### src/rtl/time_set_controller.sv
// Edit-mode controller for RTC time setting: turns debounced button levels into single-cycle
// step enables for the hour/minute/second counters, with auto-repeat and an idle timeout.
module time_set_controller #(
    parameter int unsigned HOLD_CYCLES    = 50000000,
    parameter int unsigned REPEAT_CYCLES  = 10000000,
    parameter int unsigned TIMEOUT_CYCLES = 1000000000,
    parameter int unsigned CNT_W          = 30
) (
    input  logic       clk,
    input  logic       rst,
    input  logic       btn_mode_i,
    input  logic       btn_up_i,
    input  logic       btn_down_i,
    output logic       edit_active_o,
    output logic [1:0] field_o,
    output logic       en_hour_o,
    output logic       en_min_o,
    output logic       en_sec_o,
    output logic       up_o,
    output logic       down_o,
    output logic       edit_done_o
);

    typedef enum logic [1:0] {
        StIdle = 2'b00,
        StHour = 2'b01,
        StMin  = 2'b10,
        StSec  = 2'b11
    } state_e;

    localparam logic [CNT_W-1:0] HoldLast   = CNT_W'(HOLD_CYCLES - 1);
    localparam logic [CNT_W-1:0] RepeatLast = CNT_W'(REPEAT_CYCLES - 1);
    localparam logic [CNT_W-1:0] TmoLast    = CNT_W'(TIMEOUT_CYCLES - 1);

    state_e           state_q, state_d;
    logic             mode_hist_q, up_hist_q, dn_hist_q;
    logic             active_q, active_d;
    logic             en_hour_q, en_hour_d, en_min_q, en_min_d, en_sec_q, en_sec_d;
    logic             up_q, up_d, down_q, down_d, done_q, done_d;
    logic             rpt_on_q, rpt_on_d, rpt_up_q, rpt_up_d, rpt_first_q, rpt_first_d;
    logic [CNT_W-1:0] rpt_cnt_q, rpt_cnt_d, tmo_cnt_q, tmo_cnt_d;

    logic             rise_mode, rise_up, rise_dn, rise_step;
    logic             step, step_up;
    logic [CNT_W-1:0] rpt_target;
    state_e           next_field;

    assign rise_mode = btn_mode_i & ~mode_hist_q;
    assign rise_up   = btn_up_i & ~up_hist_q;
    assign rise_dn   = btn_down_i & ~dn_hist_q;
    assign rise_step = rise_up | rise_dn;

    always_comb begin
        next_field = StIdle;
        case (state_q)
            StIdle:  next_field = StHour;
            StHour:  next_field = StMin;
            StMin:   next_field = StSec;
            default: next_field = StIdle;
        endcase
    end

    always_comb begin
        state_d     = state_q;
        rpt_on_d    = rpt_on_q;
        rpt_up_d    = rpt_up_q;
        rpt_first_d = rpt_first_q;
        rpt_cnt_d   = rpt_cnt_q;
        tmo_cnt_d   = tmo_cnt_q;
        done_d      = 1'b0;
        step        = 1'b0;
        step_up     = 1'b0;
        rpt_target  = rpt_first_q ? HoldLast : RepeatLast;

        if (state_q == StIdle) begin
            rpt_on_d  = 1'b0;
            tmo_cnt_d = '0;
            if (rise_mode) begin
                state_d = StHour;
            end
        end else if (rise_mode) begin
            // Mode wins over a coincident up/down rise.
            state_d   = next_field;
            rpt_on_d  = 1'b0;
            tmo_cnt_d = '0;
            done_d    = (state_q == StSec);
        end else if (!rise_step && tmo_cnt_q >= TmoLast) begin
            state_d   = StIdle;
            rpt_on_d  = 1'b0;
            tmo_cnt_d = '0;
            done_d    = 1'b1;
        end else begin
            tmo_cnt_d = rise_step ? '0 : tmo_cnt_q + CNT_W'(1);
            if (btn_up_i && btn_down_i) begin
                rpt_on_d = 1'b0;
            end else if (rise_step) begin
                step        = 1'b1;
                step_up     = rise_up;
                rpt_on_d    = 1'b1;
                rpt_up_d    = rise_up;
                rpt_first_d = 1'b1;
                rpt_cnt_d   = '0;
            end else if (rpt_on_q && (rpt_up_q ? btn_up_i : btn_down_i)) begin
                if (rpt_cnt_q >= rpt_target) begin
                    step        = 1'b1;
                    step_up     = rpt_up_q;
                    rpt_first_d = 1'b0;
                    rpt_cnt_d   = '0;
                end else begin
                    rpt_cnt_d = rpt_cnt_q + CNT_W'(1);
                end
            end else begin
                rpt_on_d = 1'b0;
            end
        end

        active_d  = (state_d != StIdle);
        en_hour_d = step && (state_q == StHour);
        en_min_d  = step && (state_q == StMin);
        en_sec_d  = step && (state_q == StSec);
        up_d      = step && step_up;
        down_d    = step && !step_up;
    end

    always_ff @(posedge clk or posedge rst) begin
        if (rst) begin
            state_q     <= StIdle;
            mode_hist_q <= 1'b0;
            up_hist_q   <= 1'b0;
            dn_hist_q   <= 1'b0;
            active_q    <= 1'b0;
            en_hour_q   <= 1'b0;
            en_min_q    <= 1'b0;
            en_sec_q    <= 1'b0;
            up_q        <= 1'b0;
            down_q      <= 1'b0;
            done_q      <= 1'b0;
            rpt_on_q    <= 1'b0;
            rpt_up_q    <= 1'b0;
            rpt_first_q <= 1'b0;
            rpt_cnt_q   <= '0;
            tmo_cnt_q   <= '0;
        end else begin
            state_q     <= state_d;
            mode_hist_q <= btn_mode_i;
            up_hist_q   <= btn_up_i;
            dn_hist_q   <= btn_down_i;
            active_q    <= active_d;
            en_hour_q   <= en_hour_d;
            en_min_q    <= en_min_d;
            en_sec_q    <= en_sec_d;
            up_q        <= up_d;
            down_q      <= down_d;
            done_q      <= done_d;
            rpt_on_q    <= rpt_on_d;
            rpt_up_q    <= rpt_up_d;
            rpt_first_q <= rpt_first_d;
            rpt_cnt_q   <= rpt_cnt_d;
            tmo_cnt_q   <= tmo_cnt_d;
        end
    end

    assign field_o       = state_q;
    assign edit_active_o = active_q;
    assign en_hour_o     = en_hour_q;
    assign en_min_o      = en_min_q;
    assign en_sec_o      = en_sec_q;
    assign up_o          = up_q;
    assign down_o        = down_q;
    assign edit_done_o   = done_q;

endmodule

### config.mk
export PLATFORM = sky130hd
export DESIGN_NAME = time_set_controller
export DESIGN_NICKNAME = d
export VERILOG_FILES = /design/src/rtl/time_set_controller.sv
export SDC_FILE = /design/constraint.sdc
export NUM_CORES = 1
export LEC_CHECK = 0
export BUFFER_PORTS_ARGS = -buffer_cell sky130_fd_sc_hd__buf_2
export CORE_ASPECT_RATIO = 1.25
export CORE_MARGIN = 4
export CORE_UTILIZATION = 56
export DETAILED_ROUTE_END_ITERATION = 8
export PLACE_DENSITY = 0.76
export SLEW_MARGIN = 25
export SYNTH_ARGS = -nofsm -noshare
export SYNTH_HDL_FRONTEND = slang
export SYNTH_SLANG_ARGS = --single-unit
### constraint.sdc
create_clock -name clk -period 2.3 [get_ports clk]
set_clock_uncertainty 0.05 [all_clocks]
set_input_delay 0.46 -clock clk [delete_from_list [all_inputs] [get_ports clk]]
set_output_delay 0.46 -clock clk [all_outputs]
set_load 0.01 [all_outputs]
==> parameters.txt, run 1 <==
Parameter                              Value

Status
  Result of the run    finished, violations left
  Failing checks    setup timing

Clocking
  Worst skew pair latency    0.36 ns
  Number of clock sinks seen by CTS    75
  TritonCTS clock tree    yes
  H-tree depth    3
  Number of buffers on the longest clock path    2
  Number of buffers inserted for hold repair after clock tree synthesis    0
  Total CTS buffers    9
  Clock slew at reported path FFs    roughly 0.080 ns
  Root cell of the clock tree    clkbuf_8

Global routing
  GRT overflow    0
  Overall global routing resource usage    roughly a quarter
  Antenna violations before repair    0
  Pin count of the biggest net entering global routing    31
  Wire length of the first global-routing pass    approximately 17,000 um
  Number of global-route vias before repair    between 3,000 and 4,000

Detailed routing
  Wire length after detailed routing    10,300 um
  Antenna-violating nets left    0
  Total length of routed met2 wires    ~5300 um
  Violation count after the first detailed-routing iteration    around 200
  DR vias    approximately 3,800
  Via density    roughly 6.1
  Routed length per instance    16.7 um
  Max Used Layer    met4
  Number of detailed-routing iterations run before antenna repair    5
  Met3 WL post-DR    about 420 um
  Detailed-route DRC error count    0
  Met1 Routed Length    4180 um

Power
  Worst vdd ir    771 uV
  Power Density    between 800 and 900 nW/um^2
  Leakage dissipation    between 2 and 2.5 nW
  Final Power    4.20 mW

Critical path
  Largest driver fanout on the critical path    5
  Arrival time at the worst endpoint    2.71 ns
  Worst Path Required    2.53 ns
  Endpoint kind of the worst setup timing path    flop
  Startpoint kind of the worst setup timing path    flop
  Path type of the worst setup path    flop to flop

Floorplan
  Die outline area    8800 um^2
  Vertical die dimension    104 um
  Effective utilization at floorplan    58.3%
  Width of the die    84.7 um
  Top Ports    14
  Site row count    34
  Area of the core    7060 um^2

Logic synthesis
  Top-area cell type share of the netlist area    45.6%
  Dominant cell type by area after synthesis    dfrtp_1
  Area of the mapped netlist    4120 um^2
  YS warnings    0
  Number of unique standard cell types used by synthesis    53
  FFs w/ async S/R, synth    100%
  Register area share after synthesis    45.6%
  Number of storage elements in the synthesis netlist    75
  Primary FF master, synth    dfrtp_1
  Total nets after synthesis    466
  Count of mapped cells out of synthesis    between 400 and 500
  Largest cells by area after synthesis    dfrtp_1, nor2_1, ha_1, xor2_1, nand3_1
  Avg Cell Area, Syn    9.21 um^2
  Count of flip-flops with a built-in enable after synthesis    0

Timing
  Final hold viol count    0
  FMAX    ~0.4 GHz
  Setup-failing EPs final    29
  Share of the clock period used by the worst path after layout    108%
  RSZ-0062 raised after global routing    yes
  Final WS setup    -0.174 ns
  Final slew viol count    0
  Transition time at the pin with the least slew margin    0.574 ns
  Normalized max-slew margin    61.6%
  Crit path time final    2.47 ns

Final layout
  Nets@finish    545
  Share of post-route cells with drive strength above 1    approximately a quarter
  Fin area    5230 um^2
  Count of non-filler cells in the finished layout    620
  Layout-stage area growth over the synthesis result    27.0%
  Antenna fix cells    0

Placed design
  Number of cells in the design after placement    601
  Number of buffer cells added on primary ports    13
  Post-Place Setup Slack    -0.250 ns
  Placed inst area    about 4800 um^2
  Post-detailed-placement half-perimeter wirelength    7180 um
  Gp weighted congestion    1.00

Worst hold path
  Hold Crit Class    input port to asynchronous set/reset pin

Run
  Total of max-cap violations    0
final timing paths:
kind / start / endpoint / slack [ns] / cells after the start
min reg2reg: rpt_cnt_q[0]$_DFFE_PP0P_ / rpt_cnt_q[0]$_DFFE_PP0P_ / 0.48 / 1
max in group asynchronous: rst / tmo_cnt_q[21]$_DFF_PP0_ / 1.35 / 3
min in group clk: btn_up_i / up_hist_q$_DFF_PP0_ / 0.20 / 1
min: rst / rpt_cnt_q[7]$_DFFE_PP0P_ / 0.10 / 2
max: rpt_first_q$_DFFE_PP0P_ / rpt_cnt_q[17]$_DFFE_PP0P_ / -0.17 / 10
max reg2reg: rpt_first_q$_DFFE_PP0P_ / rpt_cnt_q[17]$_DFFE_PP0P_ / -0.17 / 10
cell usage in the layout (no fill, tap or decap), types with 3 or more instances in the layout:
master     Yosys  layout
a21o_1         7       6
a21oi_1       19      17
nand2b_1       4       3
o21ai_1        2      14
buf_12         0       3
clkbuf_8       0       9
o21ai_0       21       9
nand2_1       30      28
nor4_1         6       5
nor2_1        60      58
o211ai_1       5       5
nand3_1       28      27
a22o_1        11      11
and4_1         6       6
dfrtp_1       75      73
nor2b_1        5       5
xor2_1        18      18
xnor2_1        9       9
or4_1          5       5
ha_4           0       5
nand4_1       12      12
buf_4          0      61
buf_6          2       5
and2_1         5       5
o21a_1         3       3
nor3_1        11      10
o2bb2ai_1      4       4
inv_1         23      19
buf_2          4      13
bufinv_16      0       3
and3_1        19      17
ha_1          14       7
where the power goes:
part	switching, mW	leakage [nW]	internal [mW]	total [mW]
sequential	0.159	1.01	1.48	1.64
clock	0.495	0.116	0.715	1.21
combinational	0.703	1.25	0.652	1.36
repair_timing:
| action | CTS | global route |
|---|---|---|
| gates cloned | 1 | 0 |
| setup buffers | 2 | 1 |
| resized for setup | 17 | 28 |
| setup endpoints to repair | 35 | 36 |
| pin swaps | 8 | 8 |
Yosys cell counts (all sizes together) (2+ instances only):
library cell	instances
nor2	60
buf	6
nor4	6
nor2b	5
dfrtp	75
nor3	11
o21a	3
xnor2	9
and4	7
a22o	11
nand2	30
and2	5
o2bb2ai	4
inv	23
o21ai	23
o22ai	2
nand3	28
nand2b	4
a21oi	19
nand4	12
a31oi	3
o2111ai	2
or4	5
xor2	18
and3	19
o211ai	5
a21o	7
a22oi	2
clkbuf	8
ha	14
o2111a	2
logic make-up after synthesis:
logic type	Yosys count	synth area share, %
AO/OA/AOI/OAI	94	15.6
XOR/XNOR	27	5.74
adder cells (fa/ha/maj)	14	4.25
buffers and inverters	37	3.86
flip-flops	75	45.6
AND/OR/NAND/NOR	200	25.0
layer usage:
metal	track usage, %	up-vias
li1	-	1778
met3	3.96	38
met2	42.1	124
met5	0	-
met1	28.6	1845
met4	10.6	0
area by class of cell:
cell class	instances	area [um^2]
multi-input cells	335	2270
flip-flops and latches	75	1880
fillers	512	1830
repair buffers	82	639
clock buffers	10	128
well taps	90	113
clock inverters	5	104
inverters	23	96.3
stage by stage:
| step | util (%) | TNS [ns] | hold slack, ns |
|---|---|---|---|
| detailed placement | 67.8 | -4.29 | 0.474 |
| floorplan | - | -0.00508 | 0.399 |
| global route | 74.0 | -6.23 | 0.148 |
| global placement | 67.8 | -3.31 | 0.429 |
| CTS | 72.8 | -1.61 | 0.114 |
| finish | 74.0 | -2.63 | 0.102 |
critical path: stages (launching register included):
cell and delay [ns]:
dfrtp_1 0.42, inv_4 0.08, buf_4 0.16, ha_1 0.21, a21o_1 0.18, a21oi_1 0.21, o2111a_2 0.27, a21oi_4 0.10
buf_6 0.14, or4_1 0.47, o21ai_1 0.10
Power figures use the tool's default switching activity.
==> run 2, diff against run 1 <==
--- a/config.mk
+++ b/config.mk
@@ -8,9 +8,9 @@
 export BUFFER_PORTS_ARGS = -buffer_cell sky130_fd_sc_hd__buf_2
 export CORE_ASPECT_RATIO = 1.25
 export CORE_MARGIN = 4
-export CORE_UTILIZATION = 56
+export CORE_UTILIZATION = 62
 export DETAILED_ROUTE_END_ITERATION = 8
-export PLACE_DENSITY = 0.76
+export PLACE_DENSITY = 0.8
 export SLEW_MARGIN = 25
 export SYNTH_ARGS = -nofsm -noshare
 export SYNTH_HDL_FRONTEND = slang
==> constraint.sdc (replaced) <==
create_clock -name clk -period 2.58 [get_ports clk]
set_clock_uncertainty 0.05 [all_clocks]
set_input_delay 0.516 -clock clk [delete_from_list [all_inputs] [get_ports clk]]
set_output_delay 0.516 -clock clk [all_outputs]
set_load 0.01 [all_outputs]
==> run 2 against run 1 <==
  * The flow now finishes without violations
  * Largest cell class unchanged
  * Sequential share of layout area is 3.7 points higher
  * Cell count is 6.0% lower
  * First-iteration DRC count is 3.5% lower
  * Worst hold slack better by 0.12 ns
  * Sequential power is 10% lower
  * Critical path depth is 1 lower
==> parameters.txt, run 2 (synthesized netlist as in run 1, its figures left out) <==
Parameter                              Value

Clocking
  Number of buffers inserted for hold repair after clock tree synthesis    0 (unchanged)
  TritonCTS clock tree    yes (unchanged)
  Number of clock sinks seen by CTS    75 (unchanged)
  Total CTS buffers    9 (unchanged)
  Clock slew at reported path FFs    0.07 ns (was 0.08 ns)
  Number of buffers on the longest clock path    2 (unchanged)
  H-tree depth    3 (unchanged)
  Root cell of the clock tree    clkbuf_8 (unchanged)
  Worst skew pair latency    0.34 ns (was 0.36 ns)

Final layout
  Commonest non-fill, non-tap cells in the layout    dfrtp_1, nor2_1, buf_4 (was dfrtp_1, buf_4, nor2_1)
  Layout-stage area growth over the synthesis result    14.9% (was 27.0%)
  Most frequent standard cell in the layout excluding fill and tap cells    dfrtp_1 (unchanged)
  Antenna fix cells    0 (unchanged)
  Fin area    4730 um^2 (was 5230 um^2)
  Fillers    468 (was 512)
  Nets@finish    513 (was 545)
  Share of post-route cells with drive strength above 1    16.3% (was 25.1%)

Detailed routing
  DR vias    3,630 (was 3,785)
  Violation count after the first detailed-routing iteration    192 (was 199)
  Via density    6.23 (was 6.10)
  Detailed-route DRC error count    0 (unchanged)
  Number of detailed-routing iterations run before antenna repair    5 (unchanged)
  Antenna-violating nets left    0 (unchanged)
  Routed length per instance    16.7 um (about the same)
  Wire length after detailed routing    9710 um (was 10,300 um)

Placed design
  Placed inst area    4480 um^2 (was 4780 um^2)
  Post-detailed-placement half-perimeter wirelength    6860 um (was 7180 um)
  Number of buffer cells added on primary ports    13 (unchanged)
  Gp weighted congestion    0.886 (was 1.00)

Floorplan
  Vertical die dimension    99.1 um (was 104 um)
  Effective utilization at floorplan    65.1% (was 58.3%)
  Die outline area    8020 um^2 (was 8800 um^2)
  Site row count    32 (was 34)
  Width of the die    80.9 um (was 84.7 um)
  Area of the core    6330 um^2 (was 7060 um^2)
  Top Ports    14 (unchanged)

Timing
  Final slew viol count    0 (unchanged)
  Final hold viol count    0 (unchanged)
  FMAX    0.399 GHz (was 0.404 GHz)
  Normalized max-slew margin    55.5% (was 61.6%)
  Transition time at the pin with the least slew margin    0.667 ns (was 0.574 ns)
  Sum Neg Setup Slack    0 ns (was -2.63 ns)
  Setup-failing EPs final    0 (was 29)
  Crit path time final    2.50 ns (was 2.47 ns)
  Share of the clock period used by the worst path after layout    97.1% (was 108%)

Status
  Result of the run    finished clean (was finished, violations left)

Run
  Total of max-cap violations    0 (unchanged)

Critical path
  Worst Path Required    2.80 ns (was 2.53 ns)
  Terminus of the critical flop-to-flop path    rpt_cnt_q[15]$_DFFE_PP0P_ (was rpt_cnt_q[17]$_DFFE_PP0P_)
  Worst R2R Start    rpt_first_q$_DFFE_PP0P_ (unchanged)
  Worst reg2reg path depth    9 (was 10)
  Arrival time at the worst endpoint    2.73 ns (was 2.71 ns)
  Worst-case register-to-register setup slack    0.08 ns (was -0.17 ns)
  Endpoint kind of the worst setup timing path    flop (unchanged)
  Path type of the worst setup path    flop to flop (unchanged)
  Startpoint kind of the worst setup timing path    flop (unchanged)
  Largest driver fanout on the critical path    5 (unchanged)

Global routing
  Overall global routing resource usage    25.0% (was 24.0%)
  GRT overflow    0 (unchanged)
  Pin count of the biggest net entering global routing    35 (was 31)
  Antenna violations before repair    0 (unchanged)
  Number of global-route vias before repair    3,528 (was 3,789)
  Wire length of the first global-routing pass    15,800 um (was 17,200 um)

Power
  Worst vdd ir    440 uV (was 771 uV)
  Leakage dissipation    2.17 nW (was 2.37 nW)
  Power Density    676 nW/um^2 (was 804 nW/um^2)

Worst hold path
  Hold Crit Class    input port to asynchronous set/reset pin (unchanged)
==> run 2: layout make-up <==
class                           count  area, um^2  area share, %
Clock inverter                      3        15.0          0.317
Multi-Input combinational cell    335        2130           45.0
Clock buffer                       12         145           3.07
Sequential cell                    75        1880           39.7
Timing Repair Buffer               50         367           7.75
Inverter                           23        90.1           1.90
Tap cell                           85         106           2.25
==> run 2: routing by layer <==
metal  routed length (um)  track usage, %  share of wire [%]
met5                    0               0                  0
met4                  274            12.7                2.8
met3                  491            3.71                5.1
met2                 4870            41.4                 50
met1                 4070            31.4                 42
==> run 2: what timing repair did <==
| action | CTS | global route |
|---|---|---|
| gates cloned | 0 | 0 |
| hold endpoints to repair | 0 | 0 |
| resized for setup | 1 | 17 |
| setup endpoints to repair | 6 | 34 |
| pin swaps | 0 | 2 |
| setup buffers | 0 | 3 |
==> run 2: how the worst max path moves through the flow <==
| stage | start | endpoint | slack [ns] | depth (start not counted) |
|---|---|---|---|---|
| 2_1_floorplan | rst | dn_hist_q$_DFF_PP0_ | 0.10 | 1 |
| 3_3_place_gp | btn_up_i | rpt_cnt_q[23]$_DFFE_PP0P_ | 0.03 | 8 |
| 3_5_place_dp | tmo_cnt_q[1]$_DFF_PP0_ | rpt_cnt_q[23]$_DFFE_PP0P_ | -0.03 | 8 |
| 4_1_cts | tmo_cnt_q[1]$_DFF_PP0_ | rpt_cnt_q[23]$_DFFE_PP0P_ | -0.05 | 8 |
| 5_1_grt | rpt_first_q$_DFFE_PP0P_ | rpt_first_q$_DFFE_PP0P_ | -0.02 | 9 |
| 6_report | rpt_first_q$_DFFE_PP0P_ | rpt_cnt_q[15]$_DFFE_PP0P_ | 0.08 | 9 |
==> run 2: worst max-delay path, cell delays in order (launching register included) <==
cell and delay, ns:
dfrtp_1 0.41, buf_4 0.14, ha_1 0.30, and3_1 0.20, a211oi_2 0.29, o2111a_2 0.26, a21oi_4 0.08, buf_4 0.15
or4_4 0.46, o21ai_1 0.08
==> run 2: report_power, final <==
group	switching, mW	leakage, nW	internal [mW]
Clock	0.410	0.0860	0.366
Combinational	0.537	1.07	0.413
Sequential	0.152	1.01	1.32
Total	1.10	2.17	2.10
==> run 2: through the flow <==
step	std cells	hold WS (ns)	setup WS (ns)	util, %	power, mW
floorplan	447	0.398	0.104	-	1.98
global placement	565	0.431	0.0273	70.9	2.30
detailed placement	565	0.455	-0.0318	70.9	2.35
CTS	580	0.233	-0.0493	73.5	3.13
global route	583	0.245	-0.0228	74.8	3.37
finish	583	0.219	0.0761	74.8	3.20
